## src/rtl/ltc2335_word_unpacker.sv

```systemverilog
// Unpacks the two 24-bit LTC2335-16 words delivered by the SPI reader after
// each transfer. It decodes result, channel and SoftSpan from each word,
// keeps a per-channel bank of signed 17-bit results for each ADC, and flags
// frame completion and channel-sequence problems.
module ltc2335_word_unpacker #(
  parameter int SETTLE_CYC = 4,
  parameter int N_CH       = 8
) (
  input  logic                  clk,
  input  logic                  rst_n,
  input  logic                  spi_ready,
  input  logic [23:0]           word0,
  input  logic [23:0]           word1,
  input  logic                  clr_err,
  output logic                  sample_valid,
  output logic [2:0]            sample_ch,
  output logic [16:0]           sample0,
  output logic [16:0]           sample1,
  output logic [17*N_CH-1:0]    bank0,
  output logic [17*N_CH-1:0]    bank1,
  output logic [2*N_CH-1:0]     ch_disabled,
  output logic                  frame_valid,
  output logic                  seq_err,
  output logic                  sync_err,
  output logic                  overrun_err
);

  typedef enum logic [1:0] {
    ST_IDLE    = 2'd0,
    ST_SETTLE  = 2'd1,
    ST_CAPTURE = 2'd2,
    ST_DECODE  = 2'd3
  } state_t;

  localparam logic [3:0] SETTLE_LOAD = 4'(SETTLE_CYC - 1);

  // Result conversion driven by the SoftSpan code: 1xx bipolar, 001..011
  // unipolar, 000 disabled (reads as zero).
  function automatic logic [16:0] conv_result(input logic [23:0] word);
    logic [16:0] res;
    case (word[2:0])
      3'b000:                 res = 17'd0;
      3'b001, 3'b010, 3'b011: res = {1'b0, word[23:8]};
      default:                res = {word[23], word[23:8]};
    endcase
    return res;
  endfunction

  state_t              r_state;
  state_t              w_next;
  logic                r_ready_d;
  logic [3:0]          r_cnt;
  logic                r_first;
  logic [2:0]          r_exp;

  logic                r_sample_valid;
  logic [2:0]          r_sample_ch;
  logic [16:0]         r_sample0;
  logic [16:0]         r_sample1;
  logic [17*N_CH-1:0]  r_bank0;
  logic [17*N_CH-1:0]  r_bank1;
  logic [2*N_CH-1:0]   r_ch_dis;
  logic                r_frame_valid;
  logic                r_seq_err;
  logic                r_sync_err;
  logic                r_overrun_err;

  logic                w_rise;
  logic                w_capture;
  logic [2:0]          w_c0;
  logic [2:0]          w_c1;
  logic [16:0]         w_conv0;
  logic [16:0]         w_conv1;
  logic                w_seq_set;
  logic                w_sync_set;
  logic                w_ovr_set;

  // Edge detect, field decode and error-event conditions.
  always_comb begin
    w_rise     = spi_ready & ~r_ready_d;
    w_capture  = (r_state == ST_CAPTURE);
    w_c0       = word0[5:3];
    w_c1       = word1[5:3];
    w_conv0    = conv_result(word0);
    w_conv1    = conv_result(word1);
    w_seq_set  = w_capture & ~r_first & (w_c0 != r_exp);
    w_sync_set = w_capture & (w_c0 != w_c1);
    w_ovr_set  = w_rise & (r_state != ST_IDLE);
  end

  // Next-state logic for the capture sequencer.
  always_comb begin
    w_next = r_state;
    case (r_state)
      ST_IDLE: begin
        if (w_rise) begin
          w_next = ST_SETTLE;
        end else begin
          w_next = ST_IDLE;
        end
      end
      ST_SETTLE: begin
        if (r_cnt == 4'd0) begin
          w_next = ST_CAPTURE;
        end else begin
          w_next = ST_SETTLE;
        end
      end
      ST_CAPTURE: w_next = ST_DECODE;
      ST_DECODE:  w_next = ST_IDLE;
      default:    w_next = ST_IDLE;
    endcase
  end

  // State register, ready delay (reset high so a level at release is no edge)
  // and settle counter.
  always_ff @(posedge clk or negedge rst_n) begin
    if (!rst_n) begin
      r_state   <= ST_IDLE;
      r_ready_d <= 1'b1;
      r_cnt     <= 4'd0;
    end else begin
      r_state   <= w_next;
      r_ready_d <= spi_ready;
      if ((r_state == ST_IDLE) && w_rise) begin
        r_cnt <= SETTLE_LOAD;
      end else if ((r_state == ST_SETTLE) && (r_cnt != 4'd0)) begin
        r_cnt <= r_cnt - 4'd1;
      end else begin
        r_cnt <= r_cnt;
      end
    end
  end

  // Latch the decoded pair on the capture edge so it, the strobes and the
  // bank update all appear together in the decode cycle.
  always_ff @(posedge clk or negedge rst_n) begin
    if (!rst_n) begin
      r_sample_valid <= 1'b0;
      r_frame_valid  <= 1'b0;
      r_sample_ch    <= 3'd0;
      r_sample0      <= 17'd0;
      r_sample1      <= 17'd0;
      r_bank0        <= '0;
      r_bank1        <= '0;
      r_ch_dis       <= '0;
    end else begin
      r_sample_valid <= w_capture;
      r_frame_valid  <= w_capture & (w_c0 == 3'd7);
      if (w_capture) begin
        r_sample_ch <= w_c0;
        r_sample0   <= w_conv0;
        r_sample1   <= w_conv1;
        for (int k = 0; k < N_CH; k++) begin
          if (w_c0 == 3'(k)) begin
            r_bank0[17*k +: 17] <= w_conv0;
            r_ch_dis[k]         <= (word0[2:0] == 3'b000);
          end
          if (w_c1 == 3'(k)) begin
            r_bank1[17*k +: 17] <= w_conv1;
            r_ch_dis[N_CH + k]  <= (word1[2:0] == 3'b000);
          end
        end
      end
    end
  end

  // Sticky errors (a new event beats clr_err), expected channel and resync flag.
  always_ff @(posedge clk or negedge rst_n) begin
    if (!rst_n) begin
      r_seq_err     <= 1'b0;
      r_sync_err    <= 1'b0;
      r_overrun_err <= 1'b0;
      r_first       <= 1'b1;
      r_exp         <= 3'd0;
    end else begin
      r_seq_err     <= w_seq_set  | (r_seq_err     & ~clr_err);
      r_sync_err    <= w_sync_set | (r_sync_err    & ~clr_err);
      r_overrun_err <= w_ovr_set  | (r_overrun_err & ~clr_err);
      if (clr_err) begin
        r_first <= 1'b1;
      end else if (w_capture) begin
        r_first <= 1'b0;
      end else begin
        r_first <= r_first;
      end
      if (w_capture) begin
        r_exp <= w_c0 + 3'd1;
      end else begin
        r_exp <= r_exp;
      end
    end
  end

  assign sample_valid = r_sample_valid;
  assign sample_ch    = r_sample_ch;
  assign sample0      = r_sample0;
  assign sample1      = r_sample1;
  assign bank0        = r_bank0;
  assign bank1        = r_bank1;
  assign ch_disabled  = r_ch_dis;
  assign frame_valid  = r_frame_valid;
  assign seq_err      = r_seq_err;
  assign sync_err     = r_sync_err;
  assign overrun_err  = r_overrun_err;

endmodule
```

## config.mk

```make
export PLATFORM = sky130hd
export DESIGN_NAME = ltc2335_word_unpacker
export DESIGN_NICKNAME = d
export VERILOG_FILES = /design/src/rtl/ltc2335_word_unpacker.sv
export SDC_FILE = /design/constraint.sdc
export NUM_CORES = 1
export LEC_CHECK = 0
export CORE_AREA = 2 2 155 217
export DETAILED_ROUTE_END_ITERATION = 16
export DIE_AREA = 0 0 157 219
export GPL_TIMING_DRIVEN = 0
export PLACE_DENSITY = 0.72
export REMOVE_ABC_BUFFERS = 1
export SYNTH_ARGS = -nofsm -noshare
export SYNTH_HDL_FRONTEND = slang
export SYNTH_SLANG_ARGS = --single-unit
```

## constraint.sdc

```tcl
create_clock -name clk -period 5.8 [get_ports clk]
set_clock_uncertainty 0.1 [all_clocks]
set_input_delay 0.87 -clock clk [delete_from_list [all_inputs] [get_ports clk]]
set_output_delay 0.87 -clock clk [all_outputs]
set_load 0.005 [all_outputs]
```

==> results, run 1 <==
- The total number of vias is 8,985.
- The die width is 157 um.
- The site row count is 78.
- STA classifies the critical path endpoint as a flop.
- The number of nets with antenna violations after detailed routing is 0.
- The overall power is 10.35 mW.
- The portion of the post-synthesis area used by sequential elements is 66.48%.
- The placed cell area is 17,170 sq um.
- Across the run, the number of max-cap violations was 0.
- The number of buffers added on ports is 377.
- The largest net degree at the start of global routing is 125.
- After synthesis, the mean cell area works out to 12.79 sq um.
- The clock latency reported for the late side of the worst-skew pair is 0.52 ns.
- The dominant cell by count in the synthesized netlist is sky130_fd_sc_hd__dfrtp_1.
- The worst setup timing slack at the placement stage is 2.143 ns.
- The top-level port count is 382.
- The H-tree depth is 2.
- After synthesis, the largest area contributor takes up 66.07% of total cell area.
- Of the cells placed in the final design, the portion with a size suffix greater than 1 is 17.80%.
- The max-slew violation total from the final report came to 0.
- The layout net count is 1,433.
- Before antenna repair, the detailed router went through 4 iterations.
- The commonest cells after synthesis are sky130_fd_sc_hd__dfrtp_1 (339), sky130_fd_sc_hd__nand2_1 (192), sky130_fd_sc_hd__o21ai_0 (167).
- The worst setup path is of the reg -> reg kind.
- The final count of hold timing violations is 0.
- The final design instance area without fill is 18,410 sq um.
- The tightest hold path in the finished design has a slack of 0.2983 ns.
- The HPWL after detailed placement is 23,760 um.
- The post-placement cell count is 1,777.
- The root buffer cell chosen for the clock tree is sky130_fd_sc_hd__clkbuf_16.
- The cell area that synthesis handed to floorplanning was 12,840 sq um.
- The worst path meets setup with 2.719 ns of slack.
- The leakage dissipation is 8.351 nW.
- The area of the die is 34,380 sq um.
- Routability-driven placement finished with a final weighted congestion of 0.7573.
- Buffers inserted to repair hold after CTS numbered 0.
- The post-route core utilization is 57.00%.
- Of the available clock period, the critical path in the final layout requires 53.12%.
- The initial antenna violation count came to 0.
- The required time of the critical path is 6.10 ns.
- The flow ran to the end, and the final reports show no timing, DRC or antenna violations.
- The first-pass GRT wire length is 53,530 um.
- The number of gates given a new drive strength after cts is 0.
- In this run the standard cell core region covers 32,300 sq um.
- The number of distinct library cell variants in the gate-level netlist after synthesis is 43.
- TritonCTS built the clock tree.
- The routed design has 34,730 um of wire.
- Buffers added to address setup during post-CTS repair amount to 0.
- The post-synthesis register bit count is 341.
- The height of the die is 219 um.
- The number of enable flip-flop cells after synthesis is 0.
- The clock passes through at most 3 buffers.
- The repair_antennas step left the layout with diodes totalling 0.
- The tightest min-delay check is of the in -> async type.
- The clock transition at the register clock pins on the worst setup and hold paths after CTS is 0.07 ns.
- For this run, the total global-route usage over all layers was measured as 20.05%.
- The total number of yosys warnings is 0.
- From synthesis to final layout, the design area changed by 43.40%.
- At the pin with the least slew margin, the transition time is 1.227 ns.
- By area the synthesized netlist is led by sky130_fd_sc_hd__dfrtp_1 (66%), sky130_fd_sc_hd__mux2_2 (13%), sky130_fd_sc_hd__o21ai_0 (6.5%).
- Of all cell types, the one taking the most synthesized area is sky130_fd_sc_hd__dfrtp_1.
- The via count of the first global-routing pass is 9,243.
- In the routed design, unresolved DRC markers number 0.
- The number of non-filler instances in the completed layout is 1,839.
- The highest clock rate is 0.3246 GHz.
- The worst ir drop on vdd is 0.3514 mV.
- The routed via count divided by cell count is 4.886.
- Data on the critical path arrives at its endpoint at 3.38 ns.
- The first-iteration detailed-routing DRC count is 298.
- Power spread over the standard cell area amounts to 562.1 nW/um^2.
- The total overflow left after global routing is 0.
- Measured against its own limit, the worst slew margin works out to 18.14%.
- The proportion of synthesized flip-flops having asynchronous set or reset is 100.0%.
- The shortest clock period the worst path allows after layout is 3.081 ns.
- Buffers inserted during clock tree synthesis total 34.
- Setup violations remaining at the end of the flow were counted as 0.
- Once the floorplan was initialized, standard cells occupied 39.75% of the core.
- The largest fanout on the critical path is 56.
- The predominant post-synthesis flop cell is sky130_fd_sc_hd__dfrtp_1.
- Clock tree synthesis found a total of 341 sinks.
- Dividing the detail-routed wire length by the instance count gives 18.88 um.
- STA classifies the critical path startpoint as a flop.
- Setup repair after global routing left no endpoint under its margin.
- The post-synthesis instance total is 1,004.
- After routing, the total negative slack on setup checks comes to 0 ns.
[area by class of cell]
| type | count | area [sq um] |
|---|---|---|
| Timing Repair Buffer | 392 | 4036 |
| Inverter | 12 | 45.04 |
| Clock inverter | 14 | 203.9 |
| Sequential cell | 341 | 8536 |
| Clock buffer | 47 | 1023 |
| Tap cell | 440 | 550.5 |
| Multi-Input combinational cell | 593 | 4018 |
| Fill cell | 2668 | 13890 |
[kinds of logic after synthesis]
kind of cell | count (synthesis) | share of synthesized area, %
simple gates | 243 | 8.497
xor+xnor | 6 | 0.4093
buf+inv | 70 | 2.514
fa+ha+maj | 7 | 0.6821
compound gates | 175 | 6.929
mux | 162 | 14.49
flops | 341 | 66.48
[where the power goes]
part	leakage, nW	internal [mW]	switching (mW)
Combinational	3.22	2.51	1.33
Sequential	4.52	3.50	0.624
Clock	0.603	1.46	0.920
[worst max-delay path: stages (launching register included)]
cell                       delay [ns]
sky130_fd_sc_hd__dfrtp_1         0.72
sky130_fd_sc_hd__nand2b_4        0.50
sky130_fd_sc_hd__or4b_1          1.13
sky130_fd_sc_hd__mux2_2          0.47
[per-layer routing]
metal | GRT usage, % | routed length, um | share of wire (%)
met5 | 0 | 0 | 0
met4 | 5.933 | 710 | 2.0
met3 | 6.635 | 3211 | 9.2
met2 | 33.92 | 17050 | 49
met1 | 24.34 | 13750 | 40
[final timing paths]
check	from	to	slack (ns)	depth (start not counted)
setup / recovery	flop	bank1[74]$_DFFE_PN0P_	2.72	3
hold / removal	rst_n	bank0[68]$_DFFE_PN0P_	0.30	1
setup reg to reg	flop	bank1[74]$_DFFE_PN0P_	2.72	3
hold reg to reg	bank0[19]$_DFFE_PN0P_	bank0[19]$_DFFE_PN0P_	0.38	2
max in group asynchronous	rst_n	sample1[3]$_DFFE_PN0P_	4.13	2
min in group clk	bank0[19]$_DFFE_PN0P_	bank0[19]$_DFFE_PN0P_	0.38	2
[flip-flops by register name, summed over array words and instances (netlist names), named ones only]
register	flops
overrun_err	1
bank1	136
sample0	17
sample_valid	1
r_exp	3
frame_valid	1
bank0	136
sample_ch	3
sync_err	1
r_first	1
r_ready_d	1
r_state	1
sample1	17
r_cnt	4
seq_err	1
ch_disabled	16
[cells in the final DEF, fill, tap and decap left out, drive strengths merged, types with 4 or more instances in the layout]
master,synthesis,routed
buf,18,16
bufinv,0,5
clkbuf,40,47
clkdlybuf4s50,0,376
clkinv,0,6
dfrtp,339,339
ha,7,7
inv,12,13
mux2,161,161
nand2,192,192
nand3b,4,4
nor2b,17,17
nor3,6,6
o21ai,167,167
xor2,6,6
No activity file was read; power rests on OpenSTA's default activity.
==> run 2, diff against run 1 <==
--- a/config.mk
+++ b/config.mk
@@ -9,7 +9,7 @@
 export DETAILED_ROUTE_END_ITERATION = 16
 export DIE_AREA = 0 0 157 219
 export GPL_TIMING_DRIVEN = 0
-export PLACE_DENSITY = 0.72
+export PLACE_DENSITY = 0.75
 export REMOVE_ABC_BUFFERS = 1
 export SYNTH_ARGS = -nofsm -noshare
 export SYNTH_HDL_FRONTEND = slang
==> constraint.sdc (replaced) <==
create_clock -name clk -period 2.8 [get_ports clk]
set_clock_uncertainty 0.1 [all_clocks]
set_input_delay 0.42 -clock clk [delete_from_list [all_inputs] [get_ports clk]]
set_output_delay 0.42 -clock clk [all_outputs]
set_load 0.005 [all_outputs]
==> run 2 against run 1 <==
Combinational power up 110%. Sequential share of layout area about the same. Hold slack worse by 0.023 ns. First-iteration DRC count down 5.7%. Maximum frequency up 23%. Final cell count up 0.16%. Critical path depth unchanged. Register-to-register slack worse by 2.4 ns. Sequential power up 110%. Core utilization about the same. Clock-buffer cell count up 4.
==> results, run 2 (synthesis results as in run 1) <==
- During I/O placement, the number of pins put on the boundary was 382.
- The endpoint of the worst hold path is r_ready_d$_DFF_PN1_.
- The worst hold path belongs to the class in -> reg.
- The total area inside the core boundary comes to 32,300 sq um.
- The global-route usage over all layers is 20.17%.
- Entering global routing, the biggest net connects 118 pins.
- The required time of the critical path is 3.09 ns.
- The shortest clock period the worst path allows after layout is 2.509 ns.
- 0 antenna diodes ended up in the layout.
- The floorplan has 78 rows.
- The leakage dissipation is 8.343 nW.
- The final routed DRC violation total is 0.
- Global routing used 34.44% of the available met2 tracks.
- The startpoint class of the critical path is a flop.
- From left edge to right edge, the die measures 157 um.
- The clock reaches the later pin of the worst-skew pair after 0.51 ns.
- IR analysis of the VDD net gives a maximum drop of 0.8107 mV.
- In this run the power density over the cells is 1153 nW/um^2.
- The max-slew violation total from the final report is 0.
- The first global-routing pass estimated 53,780 um of wire.
- Global routing consumed, on the met1 layer, 23.55% of the routing resources.
- The library cells used most frequently in the layout, excluding fill and tap cells, are sky130_fd_sc_hd__clkdlybuf4s50_1 (376), sky130_fd_sc_hd__dfrtp_1 (338), sky130_fd_sc_hd__nand2_1 (192).
- The final count of negative-setup-slack endpoints is 0.
- The data arrival time of the critical path is 2.79 ns.
- The smallest hold slack is 0.2753 ns.
- The number of buffers added by the clock tree synthesis step is 34.
- The share of final-layout standard cells stronger than drive strength 1 is 17.97%.
- The global routing's busiest layer is met2.
- Timing analysis after detailed placement gives a worst setup slack of -0.3077 ns.
- The classification of the worst setup path is reg -> reg.
- Fill cells in the final layout number 2,635.
- The worst register-to-register path ends at bank1[135]$_DFFE_PN0P_.
- The overall power is 21.22 mW.
- The worst slew margin relative to its limit is 18.87%.
- The CTS tree is yes.
- The total grt overflow is 0.
- In this run the worst path has a maximum fanout of 18.
- After detailed routing, the average wire length per cell comes to 18.95 um.
- STA classifies the critical path endpoint as a flop.
- Along the worst hold path, the cell count comes to 1.
- The initial antenna violation count is 0.
- The H-tree generated during clock tree synthesis spans 2 levels.
- The final layout contains routed wiring with a total length of 34,920 um.
- The final count of hold timing violations is 0.
- The final route contains 9,077 vias.
- The maximum clock path buffer count is 3.
- The area growth from synthesis to layout is 43.33%.
- The clock transition at the register clock pins on the worst setup and hold paths after CTS is 0.06 ns.
- The net count of the finished layout is 1,437.
- At the pin with the least slew margin, the transition time is 1.216 ns.
- Leaving out fill and tap cells, the most frequent cell in the layout is sky130_fd_sc_hd__clkdlybuf4s50_1.
- The run finished with clean final reports.
- The number of buffers added on ports is 377.
- The number of maximum-capacitance constraint violations is 0.
- The first routing iteration left 281 violations.
- Setup repair after global routing left no endpoint under its margin.
- The detail route stage leaves a number of antenna-violating nets equal to 0.
- Detailed placement ended at an HPWL of 24,260 um.
- The via count of the first global-routing pass was 9,365.
- In this run the vertical extent of the chip is 219 um.
- The startpoint identified for the worst hold timing path is spi_ready.
- The initial utilization of the core area, before any placement, comes to 39.75%.
- CTS placed an instance of sky130_fd_sc_hd__clkbuf_16 at the clock tree root.
- For this design, the slowest cell found on the critical path is sky130_fd_sc_hd__nor2_2.
- In this run the register-to-register setup slack is 0.29 ns.
- In the post-route analysis, the smallest setup slack over all paths is 0.2913 ns.
- Setup total negative slack on the finished layout was measured at 0 ns.
- Counting every sink on the clock net gives 341.
- The met3 layer usage reported by global route is 7.583%.
- The fraction of the cycle the final worst path needs is 89.60%.
- The first detailed-routing pass took 5 iterations.
- Walking the worst path, the cells encountered are nand3b_1 > nor2_2 > mux2_2.
- The depth of the worst register-to-register path is 3.
- The congestion estimate from routability-driven global placement came to 0.7575.
- The source of the worst register-to-register timing path is r_state[0]$_DFF_PN0_.
- The most critical setup path has its startpoint at r_state[0]$_DFF_PN0_.
- The routed via count divided by cell count is 4.928.
- For this run, the top clock speed supported by timing is 0.3986 GHz.
- On the worst path, the slowest cell contributes a delay of 0.98 ns.
- The area of the die is 34,380 sq um.
## run 2: changes by cell type in the layout (fill, tap and decap cells not counted), sizes merged
cell,delta
bufinv,-3
buf,+3
dlygate4sd3,+1
clkbuf,+4
clkinv,-1
inv,-1
## run 2: worst max-delay path by stage
stage | end | slack [ns]
3_3_place_gp | bank0[100]$_DFFE_PN0P_ | -13.21
2_1_floorplan | bank1[100]$_DFFE_PN0P_ | -0.05
5_1_grt | bank1[122]$_DFFE_PN0P_ | 0.18
6_report | bank1[135]$_DFFE_PN0P_ | 0.29
4_1_cts | bank1[49]$_DFFE_PN0P_ | 0.07
3_5_place_dp | bank1[81]$_DFFE_PN0P_ | -0.31
## run 2: stage by stage
| step | utilization (%) | std cells | instance area [sq um] |
|---|---|---|---|
| after floorplan | - | 946 | 12560 |
| after global placement | 52.27 | 1763 | 16890 |
| after detailed placement | 53.32 | 1781 | 17220 |
| after CTS | 56.97 | 1842 | 18400 |
| after global routing | 56.97 | 1842 | 18400 |
| final | 56.97 | 1842 | 18400 |
## run 2: worst max-delay path, delay by kind of cell, from the launching register on
| family | cells | cell delay [ns] |
|---|---|---|
| AND/OR/NAND/NOR | 2 | 1.31 |
| multiplexers | 1 | 0.43 |
| flip-flops | 1 | 0.53 |
## run 2: cell type report
type	instances	area, sq um	area share (%)
Clock buffer	51	1059	5.752
Inverter	12	45.04	0.2447
Timing Repair Buffer	396	4084	22.19
Multi-Input combinational cell	593	4025	21.87
Clock inverter	9	103.9	0.5643
Tap cell	440	550.5	2.991
Sequential cell	341	8537	46.39
## run 2: layer usage
metal	share of wire, %	up-vias
met1	39	4502
met5	0	-
li1	-	4145
met2	49	377
met4	2.5	0
met3	9.9	53
## run 2: where the power goes
part	switching [mW]	internal, mW
Clock	1.87	2.80
Combinational	2.74	5.21
Sequential	1.33	7.26
Total	5.94	15.3
## run 2: timing repair
action / in CTS / in global routing
hold endpoints to repair: 109 / 0
endpoints found under the setup margin: 36 / 67
resized for setup: 4 / 1
buffers inserted: 0 / 0
hold buffers: 1 / 0
pin swaps: 0 / 0
